[src/rtl/perceptron_train_engine.sv]
// perceptron_train_engine
//   Retrains one perceptron predictor row after a branch resolves. Each
//   accepted request is either skipped or trained. A skipped request was
//   predicted correctly with a confident |sum|. A trained request has every
//   history weight nudged toward agreement with the outcome, LANES weights
//   per cycle, and then the row is offered for write-back.
// Ports:
//   clk, rst                     clock, async active-high reset
//   req_valid/req_ready          request handshake
//   req_index/ghr/weights/bias   row being trained
//   req_dir/pred/sum             outcome, prediction and prediction sum
//   flush                        abort any in-flight update (no write)
//   wr_valid/wr_ready            write-back handshake
//   wr_index/weights/bias        updated row
//   busy                         engine not idle
//   train_cnt/skip_cnt           saturating request counters
module perceptron_train_engine #(
  parameter int HIST_LEN = 16,
  parameter int W_BITS   = 3,
  parameter int LANES    = 4,
  parameter int THETA    = 4,
  parameter int SUM_BITS = 9,
  parameter int IDX_BITS = 8
) (
  input  logic                       clk,
  input  logic                       rst,
  input  logic                       req_valid,
  output logic                       req_ready,
  input  logic [IDX_BITS-1:0]        req_index,
  input  logic [HIST_LEN-1:0]        req_ghr,
  input  logic [HIST_LEN*W_BITS-1:0] req_weights,
  input  logic [W_BITS-1:0]          req_bias,
  input  logic                       req_dir,
  input  logic                       req_pred,
  input  logic [SUM_BITS-1:0]        req_sum,
  input  logic                       flush,
  output logic                       wr_valid,
  input  logic                       wr_ready,
  output logic [IDX_BITS-1:0]        wr_index,
  output logic [HIST_LEN*W_BITS-1:0] wr_weights,
  output logic [W_BITS-1:0]          wr_bias,
  output logic                       busy,
  output logic [15:0]                train_cnt,
  output logic [15:0]                skip_cnt
);

  if (HIST_LEN % LANES != 0) begin : g_bad_lanes
    $error("HIST_LEN must be a multiple of LANES");
  end

  localparam int NCHUNK = HIST_LEN / LANES;
  localparam int CW     = (NCHUNK > 1) ? $clog2(NCHUNK) : 1;
  localparam logic [CW-1:0]       LAST_CHUNK = CW'(NCHUNK - 1);
  localparam logic [W_BITS-1:0]   W_MAX      = {1'b0, {(W_BITS-1){1'b1}}};
  localparam logic [W_BITS-1:0]   W_MIN      = {1'b1, {(W_BITS-1){1'b0}}};
  localparam logic [SUM_BITS-1:0] THETA_V    = SUM_BITS'(THETA);

  localparam logic [1:0] S_IDLE = 2'd0;
  localparam logic [1:0] S_UPD  = 2'd1;
  localparam logic [1:0] S_WR   = 2'd2;

  logic [1:0]                 r_state;
  logic [CW-1:0]              r_chunk;
  logic [IDX_BITS-1:0]        r_index;
  logic [HIST_LEN-1:0]        r_ghr;
  logic [HIST_LEN*W_BITS-1:0] r_weights;
  logic [W_BITS-1:0]          r_bias;
  logic                       r_dir;
  logic [15:0]                r_train_cnt;
  logic [15:0]                r_skip_cnt;

  logic                       w_hs;
  logic                       w_sum_neg;
  logic                       w_sum_min;
  logic [SUM_BITS-1:0]        w_sum_mag;
  logic                       w_train;
  logic [HIST_LEN*W_BITS-1:0] w_weights_nxt;

  // Step a weight one unit toward +max (up) or -min, sticking at the rails.
  function automatic logic [W_BITS-1:0] sat_step(input logic [W_BITS-1:0] w,
                                                 input logic up);
    if (up) return (w == W_MAX) ? w : w + 1'b1;
    else    return (w == W_MIN) ? w : w - 1'b1;
  endfunction

  assign req_ready  = (r_state == S_IDLE) && !flush;
  assign w_hs       = req_valid && req_ready;
  assign busy       = (r_state != S_IDLE);
  assign wr_valid   = (r_state == S_WR);
  assign wr_index   = r_index;
  assign wr_weights = r_weights;
  assign wr_bias    = r_bias;
  assign train_cnt  = r_train_cnt;
  assign skip_cnt   = r_skip_cnt;

  // |sum| cannot be represented for the most-negative value; that value is
  // always far outside the threshold, so it is excluded explicitly.
  assign w_sum_neg = req_sum[SUM_BITS-1];
  assign w_sum_min = w_sum_neg && (req_sum[SUM_BITS-2:0] == '0);
  assign w_sum_mag = w_sum_neg ? (~req_sum + 1'b1) : req_sum;
  assign w_train   = (req_pred != req_dir) || (!w_sum_min && (w_sum_mag <= THETA_V));

  // Only the LANES weights of the current chunk change; the rest pass through.
  always_comb begin
    w_weights_nxt = r_weights;
    for (int l = 0; l < LANES; l++) begin
      w_weights_nxt[(int'(r_chunk)*LANES + l)*W_BITS +: W_BITS] =
        sat_step(r_weights[(int'(r_chunk)*LANES + l)*W_BITS +: W_BITS],
                 r_dir == r_ghr[int'(r_chunk)*LANES + l]);
    end
  end

  always_ff @(posedge clk or posedge rst) begin
    if (rst) begin
      r_state     <= S_IDLE;
      r_chunk     <= '0;
      r_index     <= '0;
      r_ghr       <= '0;
      r_weights   <= '0;
      r_bias      <= '0;
      r_dir       <= 1'b0;
      r_train_cnt <= '0;
      r_skip_cnt  <= '0;
    end else begin
      case (r_state)
        S_IDLE: begin
          if (w_hs) begin
            r_index   <= req_index;
            r_ghr     <= req_ghr;
            r_weights <= req_weights;
            r_bias    <= req_bias;
            r_dir     <= req_dir;
            if (w_train) begin
              r_state <= S_UPD;
              r_chunk <= '0;
              if (r_train_cnt != 16'hFFFF) r_train_cnt <= r_train_cnt + 16'd1;
            end else begin
              if (r_skip_cnt != 16'hFFFF) r_skip_cnt <= r_skip_cnt + 16'd1;
            end
          end
        end
        S_UPD: begin
          if (flush) begin
            r_state <= S_IDLE;
            r_chunk <= '0;
          end else begin
            r_weights <= w_weights_nxt;
            if (r_chunk == '0) r_bias <= sat_step(r_bias, r_dir);
            if (r_chunk == LAST_CHUNK) begin
              r_state <= S_WR;
              r_chunk <= '0;
            end else begin
              r_chunk <= r_chunk + 1'b1;
            end
          end
        end
        S_WR: begin
          // A flush landing on the accepting cycle still counts as written.
          if (wr_ready || flush) r_state <= S_IDLE;
        end
        default: r_state <= S_IDLE;
      endcase
    end
  end

endmodule

[config.mk]
export PLATFORM = sky130hd
export DESIGN_NAME = perceptron_train_engine
export DESIGN_NICKNAME = d
export VERILOG_FILES = /design/src/rtl/perceptron_train_engine.sv
export SDC_FILE = /design/constraint.sdc
export NUM_CORES = 1
export LEC_CHECK = 0
export CAP_MARGIN = 10
export CORE_MARGIN = 5
export CORE_UTILIZATION = 49
export DETAILED_ROUTE_END_ITERATION = 10
export PLACE_DENSITY = 0.79
export SYNTH_ARGS = -nofsm -noshare
export SYNTH_HDL_FRONTEND = slang
export SYNTH_SLANG_ARGS = --single-unit
[constraint.sdc]
create_clock -name clk -period 4.41 [get_ports clk]
set_clock_uncertainty 0.1 [all_clocks]
set_input_delay 0.6615 -clock clk [delete_from_list [all_inputs] [get_ports clk]]
set_output_delay 0.6615 -clock clk [all_outputs]
set_load 0.05 [all_outputs]
==> results.rst <==
.. list-table::
   :header-rows: 1

   * - Metric
     - Value
   * - Share of power burned in the clock network
     - 13.4%
   * - Area taken by multi-input logic gates
     - 0.00360 sq mm
   * - Total of warnings raised by yosys
     - 0
   * - Synthesized-area fraction occupied by ao, oa, aoi and oai cells
     - 15.6%
   * - CTS tree
     - yes
   * - Floorplan die height
     - 127 um
   * - Worst-margin pin slew
     - 1.02 ns
   * - HPWL Detailed
     - 15.4 mm
   * - Final-stage net count
     - 992
   * - Commonest cells after routing, fill and taps aside
     - sky130_fd_sc_hd__clkdlybuf4s50_1 (184), sky130_fd_sc_hd__nand2_1 (119), sky130_fd_sc_hd__dfrtp_1 (112)
   * - Endpoint of the worst register-to-register path
     - wr_weights[9]
   * - Synth area leader
     - sky130_fd_sc_hd__dfrtp_1
   * - Pleak
     - 3.86 nW
   * - Type of element launching the critical path
     - flop
   * - Share of synthesized area occupied by flip-flops and latches
     - 41.9%
   * - Combinational family with the most area after synthesis
     - simple AND/OR/NAND/NOR gates
   * - Number of hold violations in the final report
     - 0
   * - Worst hold path cell count
     - 2
   * - 1st-pass router iterations
     - 5
   * - I/O Buffers
     - 184
   * - Sequential standard cell area
     - 0.00280 sq mm
   * - Area growth from synthesis to final layout
     - 33.7%
   * - Critical path's largest stage delay
     - 0.62 ns
   * - Core Rows
     - 42
   * - Number of top-level pins
     - 185
   * - Simple-gate share of the synthesized area
     - 20.6%
   * - Rel. slew slack
     - 31.7%
   * - Setup TNS after final layout
     - 0 ns
   * - CP endpoint kind
     - flop
   * - Level count of the clock H-tree
     - 3
   * - Number of buffers added by the clock tree synthesis step
     - 9
   * - Congestion Overflow GR
     - 0
   * - Internal power
     - 3.04 mW
   * - Power density over cell area
     - 659 mW/mm^2
   * - Filler cell count in the final layout
     - 1064
   * - Mapped cell area
     - 0.00669 sq mm
   * - Switching pwr
     - 2.86 mW
   * - Number of distinct library cells after synthesis
     - 63
   * - Crit-path max FO
     - 13
   * - Floorplan Core Area
     - 0.0133 sq mm
   * - Sink of the worst hold path
     - r_ghr[9]
   * - FF-to-FF Start
     - r_chunk[0]
   * - Maximum number of pins on one net before global-route repair
     - 82
   * - CP cell instances
     - buf_4 > mux4_2 > inv_1 > ha_1 > nand2_1 > mux2i_1 > xnor2_1 > or4b_1 > a41oi_2
   * - Via count of the first global-routing pass
     - 6445
   * - Result of the run
     - finished, final reports clean
   * - Combined global-route utilization of all metal layers
     - 25.6%
   * - Switching power as a share of total power
     - 48.5%
   * - Share of Yosys cell area claimed by the top area cell type
     - 41.9%
   * - Final clock period utilization by the worst path
     - 74.7%
   * - Mapped Avg Cell Area
     - 9.54 sq um
   * - DRC violations left
     - 0
   * - Number of flip-flops and latches in the synthesized netlist
     - 112
   * - Setup violators final
     - 0
   * - Asr flop ratio synth
     - 100%
   * - ANT nets after route
     - 0
   * - XOR/XNOR Fraction of Synth Area
     - 5.79%
   * - Average detailed-routed wire length per instance
     - 19.6 um
   * - Crit path max-delay cell type
     - sky130_fd_sc_hd__mux4_2
   * - Effective utilization at floorplan
     - 50.3%
   * - Max-capacitance violation count
     - 0
   * - Most used flip-flop cell after synthesis
     - sky130_fd_sc_hd__dfrtp_1
   * - Final critical delay including setup and external delays
     - 3.29 ns
   * - Upper clock frequency limit
     - 304 MHz
   * - Routed vias
     - 6373
   * - Proportion of power drawn by flip-flops and latches
     - 27.1%
   * - Most common cell after layout, fill and taps aside
     - sky130_fd_sc_hd__clkdlybuf4s50_1
   * - Number of enable-type register cells in the synthesized netlist
     - 0
   * - Hold Path Origin
     - r_ghr[9]
   * - RSZ-0062 raised after global routing
     - false
   * - Fraction of synthesized area in multiplexers
     - 7.29%
   * - Wire length of the first global-routing pass
     - 33.2 mm
   * - Number of antenna violations at the first check in global routing
     - 0
   * - Overall die width
     - 127 um
   * - Post-Synth Adder-Cell Area
     - 4.41%
   * - CP Class
     - flop to flop
   * - Final weighted congestion in routability-driven placement
     - 0.899
   * - Combinational power share
     - 59.5%
   * - Later-pin clock latency in the skew report
     - 0.37 ns
   * - Worst ir drop on vdd
     - 0.000462 V
   * - Data arrival, critical path
     - 3.47 ns
   * - Synthesized instance count
     - 702
   * - Clock tree root buffer cell
     - sky130_fd_sc_hd__clkbuf_16
   * - Hold bufs inserted after CTS
     - 0
   * - Number of sinks driven by the clock tree
     - 112
   * - DIE AREA
     - 0.0161 sq mm
   * - Max-slew violation total from the final report
     - 0
   * - CTS clk-pin slew, worst paths
     - 0.07 ns
   * - Net count after synthesis
     - 816
   * - Number of DRC markers in iteration 0
     - 477
   * - Vias per cell
     - 6.02
   * - Final Routed Wirelength
     - 20.8 mm
   * - Leading post-synthesis cells by cell area
     - sky130_fd_sc_hd__dfrtp_1 (42%), sky130_fd_sc_hd__nand2_1 (6.7%), sky130_fd_sc_hd__ha_1 (4.1%)
   * - Req. time, crit path
     - 4.59 ns
   * - Core utilization of the finished layout
     - 67.3%
   * - Largest buffer count on any clock path
     - 2
   * - Worst hold path class
     - flop to flop
   * - Post-CTS Setup Repair Bufs
     - 0
   * - Depth of the worst register-to-register path
     - 9
   * - Ratio of cells with drive above 1 in the final layout
     - 6.46%
   * - R2R setup slack
     - 1.12 ns
   * - Resize count post-CTS
     - 0
   * - Diodes inserted
     - 0
-- state kept, by name, summed over array words and instances (netlist names) --
name,flops
r_ghr,16
train_cnt,16
r_dir,1
r_chunk,2
wr_weights,48
skip_cnt,16
r_state,2
wr_index,8
wr_bias,3
-- stage by stage --
| step | std cells | hold slack [ns] | total power [mW] | setup WS (ns) | area, sq um |
|---|---|---|---|---|---|
| after detailed placement | 1042 | 0.359 | 5.08 | 0.862 | 8660 |
| final | 1059 | 0.371 | 5.90 | 1.12 | 8950 |
| after global routing | 1059 | 0.396 | 6.21 | 0.947 | 8950 |
| after global placement | 1042 | 0.350 | 4.93 | 1.06 | 8660 |
| after CTS | 1058 | 0.376 | 5.87 | 1.14 | 8940 |
| after floorplan | 702 | 0.337 | 4.01 | 0.689 | 6690 |
-- per-layer routing --
metal,part of all wire [%],vias to the layer above,track usage [%]
li1,-,2884,-
met1,41,3108,33.2
met2,47,333,40.4
met3,9.6,48,7.40
met4,3.1,0,10.4
met5,0,-,0
-- Yosys cell counts (4+ instances only) --
library cell                count
sky130_fd_sc_hd__mux2i_1        6
sky130_fd_sc_hd__a221oi_1       6
sky130_fd_sc_hd__nor3_1        19
sky130_fd_sc_hd__a2bb2oi_1     15
sky130_fd_sc_hd__clkbuf_8       5
sky130_fd_sc_hd__a22oi_1        9
sky130_fd_sc_hd__nor2_1        47
sky130_fd_sc_hd__xor2_1        29
sky130_fd_sc_hd__mux4_2        10
sky130_fd_sc_hd__o211ai_1       7
sky130_fd_sc_hd__o21a_1        14
sky130_fd_sc_hd__a31oi_1        7
sky130_fd_sc_hd__or3_1          4
sky130_fd_sc_hd__and4_1         6
sky130_fd_sc_hd__dfrtp_1      112
sky130_fd_sc_hd__nor4_1        11
sky130_fd_sc_hd__a21o_1         4
sky130_fd_sc_hd__mux2_2         4
sky130_fd_sc_hd__mux4_1         6
sky130_fd_sc_hd__and2_1         4
sky130_fd_sc_hd__xnor2_1        6
sky130_fd_sc_hd__nand2_1      119
sky130_fd_sc_hd__nand2b_1      13
sky130_fd_sc_hd__and3_1         4
sky130_fd_sc_hd__nor2b_1        9
sky130_fd_sc_hd__nand3_1       16
sky130_fd_sc_hd__a21oi_1       39
sky130_fd_sc_hd__a32oi_1        4
sky130_fd_sc_hd__inv_1         27
sky130_fd_sc_hd__clkbuf_1      21
sky130_fd_sc_hd__nand4_1       19
sky130_fd_sc_hd__ha_1          22
sky130_fd_sc_hd__o21ai_0       28
sky130_fd_sc_hd__xnor2_2        5
-- logic make-up after synthesis --
logic type / Yosys count
compound gates: 155
xor+xnor: 40
fa+ha+maj: 23
buf+inv: 60
flops: 112
mux: 26
simple gates: 286
-- power groups by stage --
stage / combinational, mW / clock, mW / sequential (mW)
finish: 3.51 / 0.788 / 1.60
global route: 3.72 / 0.843 / 1.64
global placement: 3.34 / 0 / 1.59
CTS: 3.48 / 0.791 / 1.60
floorplan: 1.68 / 0 / 2.34
detailed placement: 3.47 / 0 / 1.61
-- how the worst max path moves through the flow --
stage,from,endpoint,slack [ns],cells past startpoint
floorplan,rst,r_chunk[0],0.69,1
global placement,req_sum[0],train_cnt[1],1.06,9
detailed placement,req_sum[0],train_cnt[11],0.86,9
CTS,r_chunk[0],wr_weights[9],1.14,9
global route,r_chunk[0],wr_weights[9],0.95,9
finish,r_chunk[0],wr_weights[9],1.12,9
-- worst max-delay path: cells and delay by family (launching register included) --
family,cells,cell delay (ns)
mux,2,0.81
simple gates,2,0.60
flops,1,0.57
buf+inv,2,0.48
fa+ha+maj,1,0.22
compound gates,1,0.22
xor+xnor,1,0.19
-- layout make-up --
cell class / instances / share of cell area, %
multi-input cells: 530 / 40.2
flip-flops and latches: 112 / 31.3
repair buffers: 198 / 21.8
clock buffers: 12 / 2.75
well taps: 176 / 2.46
inverters: 27 / 1.16
clock inverters: 4 / 0.336
(Power assumes the default switching activity.)
